--- config.mk ---
export PLATFORM = sky130hd
export DESIGN_NAME = ffbank_ctrl
export DESIGN_NICKNAME = d
export VERILOG_FILES = /design/src/rtl/ffbank_pkg.sv /design/src/rtl/ffbank_rr_arb2.sv /design/src/rtl/ffbank_ctrl.sv
export SDC_FILE = /design/constraint.sdc
export NUM_CORES = 1
export LEC_CHECK = 0
export ABC_AREA = 0
export CORE_ASPECT_RATIO = 0.75
export CORE_MARGIN = 1
export CORE_UTILIZATION = 30
export CTS_CLUSTER_DIAMETER = 40
export DETAILED_ROUTE_END_ITERATION = 7
export MAX_ROUTING_LAYER = met4
export PLACE_DENSITY = 0.67
export SYNTH_ARGS = -nofsm -noshare
export SYNTH_HDL_FRONTEND = slang
export SYNTH_SLANG_ARGS = --single-unit
--- constraint.sdc ---
create_clock -name clk -period 1.6 [get_ports clk]
set_clock_uncertainty 0.1 [all_clocks]
set_input_delay 0.32 -clock clk [delete_from_list [all_inputs] [get_ports clk]]
set_output_delay 0.32 -clock clk [all_outputs]
set_load 0.01 [all_outputs]
--- src/rtl/ffbank_pkg.sv ---
// Shared definitions for the flip-flop bank controller: operation and state
// encodings, parameter limits and the INIT counter width helper.
package ffbank_pkg;

  // Supported parameter ranges.
  localparam int NBANK_MIN    = 2;
  localparam int NBANK_MAX    = 16;
  localparam int INIT_CYC_MIN = 1;
  localparam int INIT_CYC_MAX = 255;

  // Operation carried with each request.
  typedef enum logic [1:0] {
    OP_HOLD = 2'b00,  // granted, no pulse
    OP_LOAD = 2'b01,  // clock-enable pulse
    OP_SET  = 2'b10,  // synchronous set pulse
    OP_CLR  = 2'b11   // synchronous clear pulse
  } op_e;

  // Controller state.
  typedef enum logic {
    ST_INIT = 1'b0,
    ST_RUN  = 1'b1
  } state_e;

  // Width of a down-counter that must hold the value cyc (clamped to the
  // supported range so an out-of-range parameter cannot size it to zero).
  function automatic int cnt_width(input int cyc);
    int c;
    c = (cyc < INIT_CYC_MIN) ? INIT_CYC_MIN :
        (cyc > INIT_CYC_MAX) ? INIT_CYC_MAX : cyc;
    return (c < 2) ? 1 : $clog2(c + 1);
  endfunction

endpackage

--- src/rtl/ffbank_rr_arb2.sv ---
// Two-input round-robin arbiter. The grant is combinational from the
// request vector; the 'last' pointer remembers the most recent winner so
// that on contention the other requester is served. 'last' resets to 1 so
// requester 0 wins the first contention, and only moves when a grant issues.
module ffbank_rr_arb2 (
  input  logic       clk,
  input  logic       rst_n,
  input  logic [1:0] req,
  input  logic       en,
  output logic [1:0] gnt
);

  logic last;

  // Pick the winner: a lone requester always wins, contention goes to the
  // requester that did not win most recently.
  always_comb begin
    gnt = 2'b00;
    if (en) begin
      if (req == 2'b11) begin
        gnt = last ? 2'b01 : 2'b10;
      end else begin
        gnt = req;
      end
    end
  end

  // Remember the latest winner.
  always_ff @(posedge clk or negedge rst_n) begin
    if (!rst_n) begin
      last <= 1'b1;
    end else if (gnt[0]) begin
      last <= 1'b0;
    end else if (gnt[1]) begin
      last <= 1'b1;
    end
  end

endmodule

--- src/rtl/ffbank_ctrl.sv ---
// Sequencing and arbitration controller for a bank of set/reset flip-flops.
// After reset it drives srst all-ones for INIT_CYC cycles (busy high), then
// grants one request per cycle and turns it into a one-cycle ce, sset or
// srst pulse on the addressed bank. All outputs are registered.
//
// Optional feature: define FFBANK_CTRL_SOFTCLR_EN to add the soft_clr input,
// which re-runs the INIT clear sequence from RUN while keeping err and the
// arbiter pointer.
module ffbank_ctrl
  import ffbank_pkg::*;
#(
  parameter int NBANK    = 4,
  parameter int BW       = $clog2(NBANK),
  parameter int INIT_CYC = 8
) (
  input  logic             clk,
  input  logic             rst_n,
`ifdef FFBANK_CTRL_SOFTCLR_EN
  input  logic             soft_clr,
`endif
  input  logic [1:0]       req,
  input  logic [1:0]       op0,
  input  logic [1:0]       op1,
  input  logic [BW-1:0]    bank0,
  input  logic [BW-1:0]    bank1,
  output logic [1:0]       gnt,
  output logic [NBANK-1:0] ce,
  output logic [NBANK-1:0] sset,
  output logic [NBANK-1:0] srst,
  output logic             d_sel,
  output logic             busy,
  output logic             err
);

  localparam int          CW        = cnt_width(INIT_CYC);
  localparam logic [BW:0] NBANK_LIM = (BW + 1)'(NBANK);

  state_e           state;
  state_e           state_nxt;
  logic [CW-1:0]    cnt;
  logic             soft_clr_i;
  logic             run;
  logic [1:0]       arb_gnt;

  op_e              sel_op;
  logic [BW-1:0]    sel_bank;
  logic             bank_ok;
  logic [NBANK-1:0] onehot;

  logic [1:0]       gnt_nxt;
  logic [NBANK-1:0] ce_nxt;
  logic [NBANK-1:0] sset_nxt;
  logic [NBANK-1:0] srst_nxt;
  logic             d_sel_nxt;
  logic             busy_nxt;
  logic             err_nxt;

`ifdef FFBANK_CTRL_SOFTCLR_EN
  assign soft_clr_i = soft_clr;
`else
  assign soft_clr_i = 1'b0;
`endif

  assign run = (state == ST_RUN);

  // Requests are only arbitrated in RUN; during INIT they stay pending.
  ffbank_rr_arb2 u_arb (
    .clk   (clk),
    .rst_n (rst_n),
    .req   (req),
    .en    (run),
    .gnt   (arb_gnt)
  );

  // State register.
  always_ff @(posedge clk or negedge rst_n) begin
    if (!rst_n) begin
      state <= ST_INIT;
    end else begin
      state <= state_nxt;
    end
  end

  // Next state: leave INIT on its last counted cycle so the first RUN cycle
  // can already arbitrate; soft clear sends RUN back to INIT.
  always_comb begin
    state_nxt = state;
    case (state)
      ST_INIT: if (cnt <= CW'(1)) state_nxt = ST_RUN;
      ST_RUN:  if (soft_clr_i)    state_nxt = ST_INIT;
      default: state_nxt = ST_INIT;
    endcase
  end

  // INIT duration counter: counts down in INIT, reloaded on soft clear.
  always_ff @(posedge clk or negedge rst_n) begin
    if (!rst_n) begin
      cnt <= CW'(INIT_CYC);
    end else if (state == ST_INIT) begin
      if (cnt != '0) cnt <= cnt - CW'(1);
    end else if (soft_clr_i) begin
      cnt <= CW'(INIT_CYC);
    end
  end

  // Select the winning requester's op/bank and decode the bank index.
  always_comb begin
    sel_op   = arb_gnt[1] ? op_e'(op1) : op_e'(op0);
    sel_bank = arb_gnt[1] ? bank1 : bank0;
    bank_ok  = ({1'b0, sel_bank} < NBANK_LIM);
    onehot   = '0;
    for (int i = 0; i < NBANK; i++) begin
      onehot[i] = (sel_bank == BW'(i));
    end
  end

  // Output decode: INIT forces the clear, RUN converts a grant into a pulse.
  always_comb begin
    gnt_nxt   = 2'b00;
    ce_nxt    = '0;
    sset_nxt  = '0;
    srst_nxt  = '0;
    d_sel_nxt = d_sel;
    busy_nxt  = 1'b0;
    err_nxt   = err;
    case (state)
      ST_INIT: begin
        srst_nxt = '1;
        busy_nxt = 1'b1;
      end
      ST_RUN: begin
        gnt_nxt = arb_gnt;
        if (arb_gnt != 2'b00) begin
          d_sel_nxt = arb_gnt[1];
          if (!bank_ok) begin
            err_nxt = 1'b1;
          end else begin
            case (sel_op)
              OP_LOAD: ce_nxt   = onehot;
              OP_SET:  sset_nxt = onehot;
              OP_CLR:  srst_nxt = onehot;
              default: ;
            endcase
          end
        end
      end
      default: ;
    endcase
  end

  // Output registers.
  always_ff @(posedge clk or negedge rst_n) begin
    if (!rst_n) begin
      gnt   <= 2'b00;
      ce    <= '0;
      sset  <= '0;
      srst  <= '0;
      d_sel <= 1'b0;
      busy  <= 1'b1;
      err   <= 1'b0;
    end else begin
      gnt   <= gnt_nxt;
      ce    <= ce_nxt;
      sset  <= sset_nxt;
      srst  <= srst_nxt;
      d_sel <= d_sel_nxt;
      busy  <= busy_nxt;
      err   <= err_nxt;
    end
  end

endmodule
Word-level counts from Yosys, hierarchy flattened:

Index checks and enable logic that the tools add are counted.

* $add $sub $neg: 1
* magnitude comparators: 1
* multiplexer cells: 20
* equality and inequality tests: 7
* reductions and logical operators: 5
* bitwise logic cells: 1

Operator list (count)
* 4-bit two-way mux: 8
* 2-bit two-way mux: 6
* 2-bit == test (second input constant): 5
* 4-bit case mux with 2 select lines: 1
* 2-bit by 1-bit == test with 1-bit output (second input constant): 2
* 4-bit by 1-bit less-or-equal comparator with 1-bit output (second input constant): 1
* 1-bit two-way mux: 4
* 2-bit AND reduction: 2
* 4-bit nonzero test: 1
* 4-bit by 1-bit subtractor with 4-bit output (second input constant): 1
* 2-bit logical NOT: 1
* 1-bit case mux with 2 select lines: 1
* 2-bit nonzero test: 1
* 1-bit inverter: 1

* bits in registers: 22

Longest topological paths before layout:

Gate-level depths: netlist of run 1.

* depth after elaboration: 8
* gate-level depth with buffers: 5
* mapped depth without buffers: 5

By module:

From an unflattened synthesis of run 1, not the netlist that was laid out.

* cell total of the unflattened synthesis: 89
* area total of the unflattened synthesis: 949.7 sq um

Modules (own cells, without submodules)
* ffbank_ctrl: seq. area each 528.0 sq um, area an instance 887.1 sq um, instances 1, cells an instance 81
* ffbank_rr_arb2: seq. area each 26.3 sq um, area an instance 62.6 sq um, instances 1, cells an instance 8

Worst setup path before layout of run 1:

No wires, ideal clock.

* kind: register to register
* start point: reg u_arb.last
* end point: reg srst[0]
* data arrival time: 1400 ps
* library setup time: 104 ps
* data required time: 1396 ps
* period minus slack after synthesis: 1603 ps
* slack: -3 ps
* stages on the path, launching flop included: 5
* cell sequence: dfstp_2 > a21boi_2 > nand2_2 > mux2_4 > o41ai_2

* longest elaborated chain between the ends: 8
* elaborated cells on any way between the ends: 11
* those cells by class: eq/ne (1); mux (8); reduce/logical (2)

Ends and longest elaborated chain
* start: declaration: RTL line ffbank_rr_arb2.sv:13 `logic last;`
* start signal: assignment: RTL line ffbank_rr_arb2.sv:31 `last <= 1'b1;`
* start signal: assignment: RTL line ffbank_rr_arb2.sv:33 `last <= 1'b0;`
* start signal: assignment: RTL line ffbank_rr_arb2.sv:35 `last <= 1'b1;`
* 2-bit two-way mux *: RTL line ffbank_rr_arb2.sv:21 `gnt = last ? 2'b01 : 2'b10;`
* 2-bit two-way mux *: RTL line ffbank_rr_arb2.sv:20 `if (req == 2'b11) begin`
* 2-bit two-way mux *: RTL line ffbank_rr_arb2.sv:19 `if (en) begin`
* 2-bit two-way mux, on equally long branches: RTL line ffbank_ctrl.sv:108, ffbank_ctrl.sv:109
* 2-bit == test / 2-bit logical NOT (equally long branches): RTL line ffbank_ctrl.sv:138, ffbank_ctrl.sv:113
* 4-bit two-way mux: RTL line ffbank_ctrl.sv:138 `case (sel_op)`
* 4-bit two-way mux *: RTL line ffbank_ctrl.sv:133 `if (arb_gnt != 2'b00) begin`
* 4-bit case mux with 2 select lines *: RTL line ffbank_ctrl.sv:126 `case (state)`
* net srst_nxt[0]: RTL line ffbank_ctrl.sv:53 `logic [NBANK-1:0] srst_nxt;`
* end signal: assignment: RTL line ffbank_ctrl.sv:165 `srst <= srst_nxt;`
* end: declaration: RTL line ffbank_ctrl.sv:29 `output logic [NBANK-1:0] srst,`

The timed path passes the listed nets; every way through them passes the cells marked *.
A chain may end at the register's enable or synchronous reset.

Final worst setup path of run 1:

Same ends and word-level chain as after synthesis.

==> results of run 1 <==
==> synthesized netlist by cell type (all sizes together), types with 2 or more instances <==
| library cell | instances | area [sq um] |
|---|---|---|
| nor2 | 4 | 15.0 |
| mux2 | 2 | 30.0 |
| dfstp | 3 | 78.8 |
| a21oi | 3 | 15.0 |
| ha | 3 | 37.5 |
| inv | 7 | 26.3 |
| nand2 | 8 | 32.5 |
| o21ai | 2 | 10.0 |
| dfrtp | 19 | 475 |
| nor3 | 4 | 20.0 |
| nor4 | 5 | 31.3 |
| mux2i | 2 | 20.0 |
| buf | 3 | 30.0 |
| o41ai | 4 | 50.1 |
==> routing by layer <==
metal	vias up	routed length (um)
met5	-	0
met2	31	1360
met4	0	33
li1	382	-
met1	403	1040
met3	6	157
==> stage by stage <==
step / std cells / setup slack [ns] / hold slack, ns / TNS, ns / util
after CTS: 161 / -0.0376 / 0.320 / -0.113 / 0.505
after detailed placement: 154 / -0.459 / 0.377 / -4.65 / 0.442
after global routing: 165 / -0.109 / 0.324 / -0.951 / 0.544
after global placement: 154 / -0.467 / 0.360 / -4.43 / 0.442
final: 165 / -0.0646 / 0.312 / -0.438 / 0.544
after floorplan: 83 / 0.0289 / -0.0756 / 0 / -
==> report_power, final <==
part,internal [uW],leakage (uW),switching [uW]
logic,151,0.000506,151
registers,581,0.000283,13.7
clock network,334,0.0000357,163
==> sequential cells by signal (all words and copies together) (netlist names) <==
signal and flops:
u_arb.last 1, srst 4, cnt 4, ce 4
d_sel 1, gnt 2, sset 4, run 1
busy 1
==> layout make-up <==
class,instances,share of cell area
clock buffer,3,0.0249
clock inverter,1,0.0181
inverter,7,0.0159
multi-input combinational,51,0.332
sequential,22,0.336
tap,38,0.0287
timing repair buffer,43,0.245
==> timing repair <==
item                       CTS  global route
gates resized for setup     21            16
setup buffers                3             4
hold buffers                 0             0
pin swaps                    8             4
setup endpoints to repair   13            16
==> critical path, cell delays in order (launching register included) <==
cell and delay [ns]:
dfstp_2 0.61, a21boi_4 0.08, nand2_4 0.14, mux2_4 0.36, o41ai_2 0.28
==> logic make-up after synthesis <==
group,after synthesis,share of synthesized area
AND/OR/NAND/NOR,25,0.130
flip-flops,22,0.561
AO/OA/AOI/OAI,17,0.151
buffers and inverters,10,0.0570
multiplexers,4,0.0506
adder cells (fa/ha/maj),3,0.0380
other,1,0.00379
XOR/XNOR,1,0.00886
==> how the worst max path moves through the flow <==
stage	startpoint	end	slack, ns	cells after the start
after global routing	u_arb.last	ce[0]	-0.11	4
after global placement	req[1]	srst[2]	-0.47	5
after CTS	u_arb.last	srst[0]	-0.04	4
after floorplan	u_arb.last	srst[2]	0.03	4
final	u_arb.last	srst[0]	-0.06	4
after detailed placement	req[1]	srst[2]	-0.46	5
==> impl_metrics.ini, run 1 <==
[status]
status = finished with violations
failed_checks = negative setup slack

[synth]
synth_warnings = 0
fraction_of_the_yosys_area_taken_by_sequential_cells = 0.561
yosys_register_bits = 22
syn_inst = 83
ys.flop_type = dfrtp_1
post_synth_num_cell_types = 32
ys_async_sr_fraction = 1.00
number_of_enable_type_register_cells_in_the_synthesized_netlist = 0
synthesis.nets = 98
synth_area_per_cell_sq_um = 11.9
netlist_area_sq_um = 988

[power]
power.static_leakage_uw = 0.000825
power.density_cell_area_nw_per_um2 = 842
irDropWorstVdd_mv = 0.549
totalPowerFinal_uw = 1390

[detailed_routing]
wl_per_cell_um = 15.7
drc_errors = 0
post_route_antenna_net_violation_count = 0
viasPerCell = 4.98
drt_wl_total_mm = 2.59
drt-pass1-iter-count = 4
drtIter0Drc = 30
dr_total_vias = 822

[clocking]
clock-root-buffer = clkbuf_8
clock_insertion_delay_worst_skew_ns = 0.25
path_clk_slew_ns = 0.07
h-tree-depth = 1
clock_tree_from_tritoncts = done
cts_inserted_buffers = 3
cts.sink_count = 22
clock_path_buffers = 2

[critical_path]
worstPathRequired_ns = 1.66
critical_path_peak_fanout = 6
worstSetupEndpointType = flip-flop
regToRegSetupSlack_ns = -0.06
timing.rr.end = srst[0]
crit_type = flip-flop to flip-flop
worst_r2r_startpoint = u_arb.last
ff2ff_path_depth = 4
cp.arrival_ns = 1.72
startpoint_type_of_the_worst_setup_path = flip-flop

[layout]
regArea_sq_um = 556
filler_cell_count = 248
antenna-diode-count = 0
postLayoutCellArea_sq_um = 1660
multi_input_comb_area_sq_um = 549
flow.area_growth_from_synthesis_pct = 67.5
share_of_cells_above_drive_strength_1 = 0.386
commonest_non_fill_non_tap_cells_in_the_layout = dfrtp_1, clkdlybuf4s50_1, buf_4
fin_nets = 143

[grt]
globalRouteTotalUtil = 0.155
global_route.usage.met1 = 0.165
grt_busiest_layer = met2
first_global_vias = 795
gr-usage-met3 = 0.0417
antenna_found_initial = 0
grt_pass1_wl_mm = 3.77
grt_max_degree = 23
met2_usage = 0.275
grt_remaining_overflow = 0

[floorplanning]
core-area_sq_um = 3040
dieArea_sq_um = 3530
dieWidth_um = 68.3
io-pin-count = 29
rows = 17
dieHeight_um = 51.7
initial_utilization = 0.325

[placed_design]
gp_routability_congestion = 0.799
port-buffer-count = 27
dp_hpwl_mm = 1.69
placed_cell_area_sq_um = 1340

[timing]
fin_crit_sh = 1.04
max_freq_mhz = 601
timing.final.hold_violations = 0
final-setup-viol-count = 12
timing.final.max_slew_violations = 0
final.setup.worst_slack_ns = -0.0646
period_needed_ns = 1.66
rsz0062_at_grt = yes

[job]
max-cap-violations = 0

[min_path]
min-delay-path-class = primary input to asynchronous set/reset pin
No activity file was read; power rests on OpenSTA's default activity.
==> inputs of run 2 (changes only) <==
- ABC_AREA: 0 -> 1
- CORE_UTILIZATION: 30 -> 40
- PLACE_DENSITY: 0.67 -> 0.81
==> impl_metrics.ini, run 2 <==
[clocking]
clock_path_buffers = 2
path_clk_slew_ns = 0.12
clock_tree_from_tritoncts = done
cts.sink_count = 22
cts_inserted_buffers = 3
h-tree-depth = 1
clock_insertion_delay_worst_skew_ns = 0.31
clock-root-buffer = clkbuf_4
ctsHoldBuffers = 0

[detailed_routing]
drt_wl_total_mm = 2.05
drtIter0Drc = 8
wl_per_cell_um = 11.2
drt-pass1-iter-count = 4
post_route_antenna_net_violation_count = 0
viasPerCell = 4.46
dr_total_vias = 817
drc_errors = 0

[job]
max-cap-violations = 0

[grt]
antenna_found_initial = 0
global_route.usage.met1 = 0.196
grt_max_degree = 23
grt_busiest_layer = met2
grt_remaining_overflow = 0
gr-usage-met3 = 0.0506
grt_pass1_wl_mm = 3.54
met2_usage = 0.336
first_global_vias = 854
globalRouteTotalUtil = 0.183

[timing]
max_freq_mhz = 654
timing.final.hold_violations = 0
final-setup-viol-count = 0
setup-tns-final_ns = 0
finalHoldWorstSlack_ns = 0.247
rsz0062_at_grt = no
timing.final.max_slew_violations = 0
fin_crit_sh = 0.955
period_needed_ns = 1.53

[synth]
syn_inst = 110
synth_area_per_cell_sq_um = 9.44
ys_async_sr_fraction = 1.00
synth_warnings = 0
ys_top_cells_by_area = dfrtp_1, dfstp_2, nand2_2
netlist_area_sq_um = 1040
synthDominantCellAreaShare = 0.458
post_synth_top_cells = dfrtp_1, nand2_1, inv_1
number_of_enable_type_register_cells_in_the_synthesized_netlist = 0
fraction_of_the_yosys_area_taken_by_sequential_cells = 0.534
synth_most_common_cell = dfrtp_1
yosys_register_bits = 22
synthesis.nets = 125
synth_largest_area_cell = dfrtp_1
ys.flop_type = dfrtp_1
post_synth_num_cell_types = 24

[power]
irDropWorstVdd_mv = 0.448
switchingPower_uw = 293
power.static_leakage_uw = 0.000828
sw_frac_of_total = 0.240
p_int_uw = 927
power.density_cell_area_nw_per_um2 = 834
share_comb_of_total_power = 0.170
power.sequential.fraction = 0.483
pwr-share-clk = 0.346
totalPowerFinal_uw = 1220

[layout]
multi_input_comb_area_sq_um = 404
fin_nets = 165
commonest_non_fill_non_tap_cells_in_the_layout = dfrtp_1, inv_1, nand2_1
flow.area_growth_from_synthesis_pct = 41.0
filler_cell_count = 214
regArea_sq_um = 556
share_of_cells_above_drive_strength_1 = 0.302
final_common_cell = dfrtp_1
antenna-diode-count = 0

[floorplanning]
initial_utilization = 0.436
rows = 15
dieHeight_um = 46.1
core-area_sq_um = 2380
dieArea_sq_um = 2810
io-pin-count = 29
dieWidth_um = 60.8

[critical_path]
cpMaxStageDelayCell = dfstp_2
worstSetupEndpointType = output pin
crit_type = flip-flop to output pin
path_cells = dlygate4sd2_1
startpoint_type_of_the_worst_setup_path = flip-flop
cp.buffers_inverters = 1
crit_path_max_incr_delay_ns = 0.54
worstPathRequired_ns = 1.18
cp.arrival_ns = 1.11
crit_family = flip-flops
critical_path_peak_fanout = 1

[status]
status = finished clean

[min_path]
min-delay-path-class = primary input to asynchronous set/reset pin

[placed_design]
dp_hpwl_mm = 1.60
port-buffer-count = 27
gp_routability_congestion = 0.833
[run 2: cell families after synthesis]
kind of cell             share of synthesized area
other                                      0.00361
flip-flops                                   0.534
AO/OA/AOI/OAI                               0.0530
adder cells (fa/ha/maj)                     0.0361
AND/OR/NAND/NOR                              0.264
buffers and inverters                       0.0843
XOR/XNOR                                    0.0253
[run 2: final cells by class]
| class | count | share of cell area |
|---|---|---|
| Timing Repair Buffer | 36 | 0.225 |
| Sequential cell | 22 | 0.379 |
| Inverter | 21 | 0.0547 |
| Clock inverter | 1 | 0.0205 |
| Tap cell | 34 | 0.0291 |
| Clock buffer | 3 | 0.0154 |
| Multi-Input combinational cell | 66 | 0.276 |
[run 2: layer usage]
metal | up-vias | wire length, um
met4 | 0 | 14
met5 | - | 0
met3 | 2 | 110
li1 | 407 | -
met2 | 26 | 1080
met1 | 382 | 840
[run 2: power groups by stage]
stage / Combinational [uW] / Sequential [uW] / Clock, uW
after floorplan: 97.6 / 612 / 0
after global placement: 216 / 600 / 0
after detailed placement: 222 / 601 / 0
after CTS: 210 / 590 / 428
after global routing: 233 / 593 / 453
final: 208 / 590 / 423
[run 2: path summary, 6_finish.rpt]
kind                            startpoint    endpoint  slack (ns)  cells after the start
worst min register to register      cnt[2]         run        0.40                      1
worst max register to register  u_arb.last     sset[0]        0.16                      6
worst max-delay path                  busy        busy        0.07                      1
min in group clk                    cnt[2]         run        0.40                      1
worst min-delay path                 rst_n     sset[1]        0.25                      2
max in group asynchronous            rst_n  u_arb.last        0.88                      2
[run 2: what timing repair did]
action | 4_1_cts | 5_1_grt
setup buffers | 0 | 2
pin swaps | 0 | 2
endpoints found under the setup margin | 13 | 7
gates resized for setup | 13 | 6
[run 2: per-stage QoR]
step | setup WS, ns | cell area, sq um | cells | utilization
global route | 0.000384 | 1460 | 183 | 0.614
floorplan | 0.271 | 1040 | 110 | -
detailed placement | -0.174 | 1400 | 177 | 0.586
CTS | 0.000408 | 1430 | 181 | 0.601
finish | 0.0715 | 1460 | 183 | 0.614
global placement | -0.128 | 1400 | 177 | 0.586
==> inputs of run 3 (changes only) <==
- PLACE_DENSITY: 0.81 -> 0.79
- clock period: 1.6 -> 1.5 ns (I/O delays scaled with it)
==> impl_metrics.ini, run 3 (synthesized netlist as in run 2, its figures left out) <==
[detailed_routing]
drc_errors = 0
drt-pass1-iter-count = 4
post_route_antenna_net_violation_count = 0
dr_total_vias = 799
drtIter0Drc = 9
viasPerCell = 4.34
drt_wl_total_mm = 1.96
wl_per_cell_um = 10.7

[layout]
share_of_cells_above_drive_strength_1 = 0.313
postLayoutCellArea_sq_um = 1460
regArea_sq_um = 556
fin_nets = 166
filler_cell_count = 221
flow.area_growth_from_synthesis_pct = 40.2
antenna-diode-count = 0
commonest_non_fill_non_tap_cells_in_the_layout = dfrtp_1, inv_1, nand2_1, dlygate4sd2_1
multi_input_comb_area_sq_um = 404
final_common_cell = dfrtp_1

[clocking]
path_clk_slew_ns = 0.12
cts.sink_count = 22
clock_insertion_delay_worst_skew_ns = 0.31
clock-root-buffer = clkbuf_4
clock_tree_from_tritoncts = done
clock_path_buffers = 2
ctsHoldBuffers = 0
cts_inserted_buffers = 3
h-tree-depth = 1

[timing]
final-setup-viol-count = 0
final.setup.worst_slack_ns = 0.0668
period_needed_ns = 1.43
max_freq_mhz = 698
timing.final.hold_violations = 0
fin_crit_sh = 0.955
timing.final.max_slew_violations = 0
setup-tns-final_ns = 0

[placed_design]
dpl_worst_slack_ns = -0.245
port-buffer-count = 27
dp_hpwl_mm = 1.48
gp_routability_congestion = 0.866
placed_cell_area_sq_um = 1390

[grt]
grt_pass1_wl_mm = 3.09
antenna_found_initial = 0
grt_max_degree = 23
globalRouteTotalUtil = 0.160
grt_remaining_overflow = 0
first_global_vias = 738

[power]
power.static_leakage_uw = 0.000790
irDropWorstVdd_mv = 0.764
power.density_cell_area_nw_per_um2 = 892

[critical_path]
worstPathRequired_ns = 1.64
cp.arrival_ns = 1.58
crit_type = primary input to flip-flop
regToRegSetupSlack_ns = 0.10
ff2ff_path_depth = 7
worstSetupEndpointType = flip-flop
startpoint_type_of_the_worst_setup_path = primary input
worst_r2r_startpoint = run
timing.rr.end = sset[2]
critical_path_peak_fanout = 7

[job]
max-cap-violations = 0

[floorplanning]
core-area_sq_um = 2380
dieWidth_um = 60.8
dieHeight_um = 46.1
io-pin-count = 29
dieArea_sq_um = 2810
rows = 15
initial_utilization = 0.436

[min_path]
min-delay-path-class = primary input to asynchronous set/reset pin

[status]
status = finished clean
==> run 3: changes by cell type in the layout (fill, tap and decap cells not counted), sizes merged <==
cell,previous run,this run
dlymetal6s2s,3,0
buf,9,10
dlygate4sd2,13,15
clkbuf,3,4
==> run 3: layer usage <==
metal,wire length [um],share of wire,vias to the layer above,track usage
met1,822,0.42,371,0.183
met4,0,0,0,0.0136
met3,101,0.052,0,0.0590
li1,-,-,410,-
met5,0,0,-,-
met2,1040,0.53,18,0.281
==> run 3: worst max-delay path, cell delays in order <==
cell	delay, ns
clkdlybuf4s50_1	0.47
nand2_4	0.13
clkinv_2	0.09
nand2_4	0.11
nand2_2	0.07
nand2_1	0.08
nand4_1	0.16
nor2_1	0.15
==> run 3: layout make-up <==
type,count,share of cell area
sequential,22,0.381
multi-input combinational,66,0.277
timing repair buffer,37,0.221
inverter,21,0.0550
tap,34,0.0292
clock inverter,1,0.0206
clock buffer,3,0.0155
==> run 3: how the worst max path moves through the flow <==
stage                     startpoint      end  cells after the start
after floorplan           u_arb.last  sset[0]                      6
after detailed placement      req[1]  sset[2]                      8
after global routing          req[1]  sset[2]                      8
after global placement        req[1]  sset[2]                      8
final                         req[1]  sset[2]                      8
after CTS                        run  sset[2]                      7
==> run 3: stage by stage <==
step	util	hold slack [ns]	cells	total power, uW
final	0.611	0.221	184	1300
after global routing	0.611	0.247	184	1350
after CTS	0.598	0.235	180	1290
after detailed placement	0.583	0.377	176	872
after global placement	0.583	0.381	176	867
after floorplan	-	-0.0956	110	757
==> run 3: power breakdown <==
part	internal (uW)	total, uW	switching (uW)
clock	270	447	177
sequential	619	625	6.37
combinational	101	226	125
total	990	1300	309
==> run 3: timing repair <==
item	CTS	global route
setup buffers	0	4
resized for setup	19	2
pin swaps	2	3
endpoints found under the setup margin	17	7
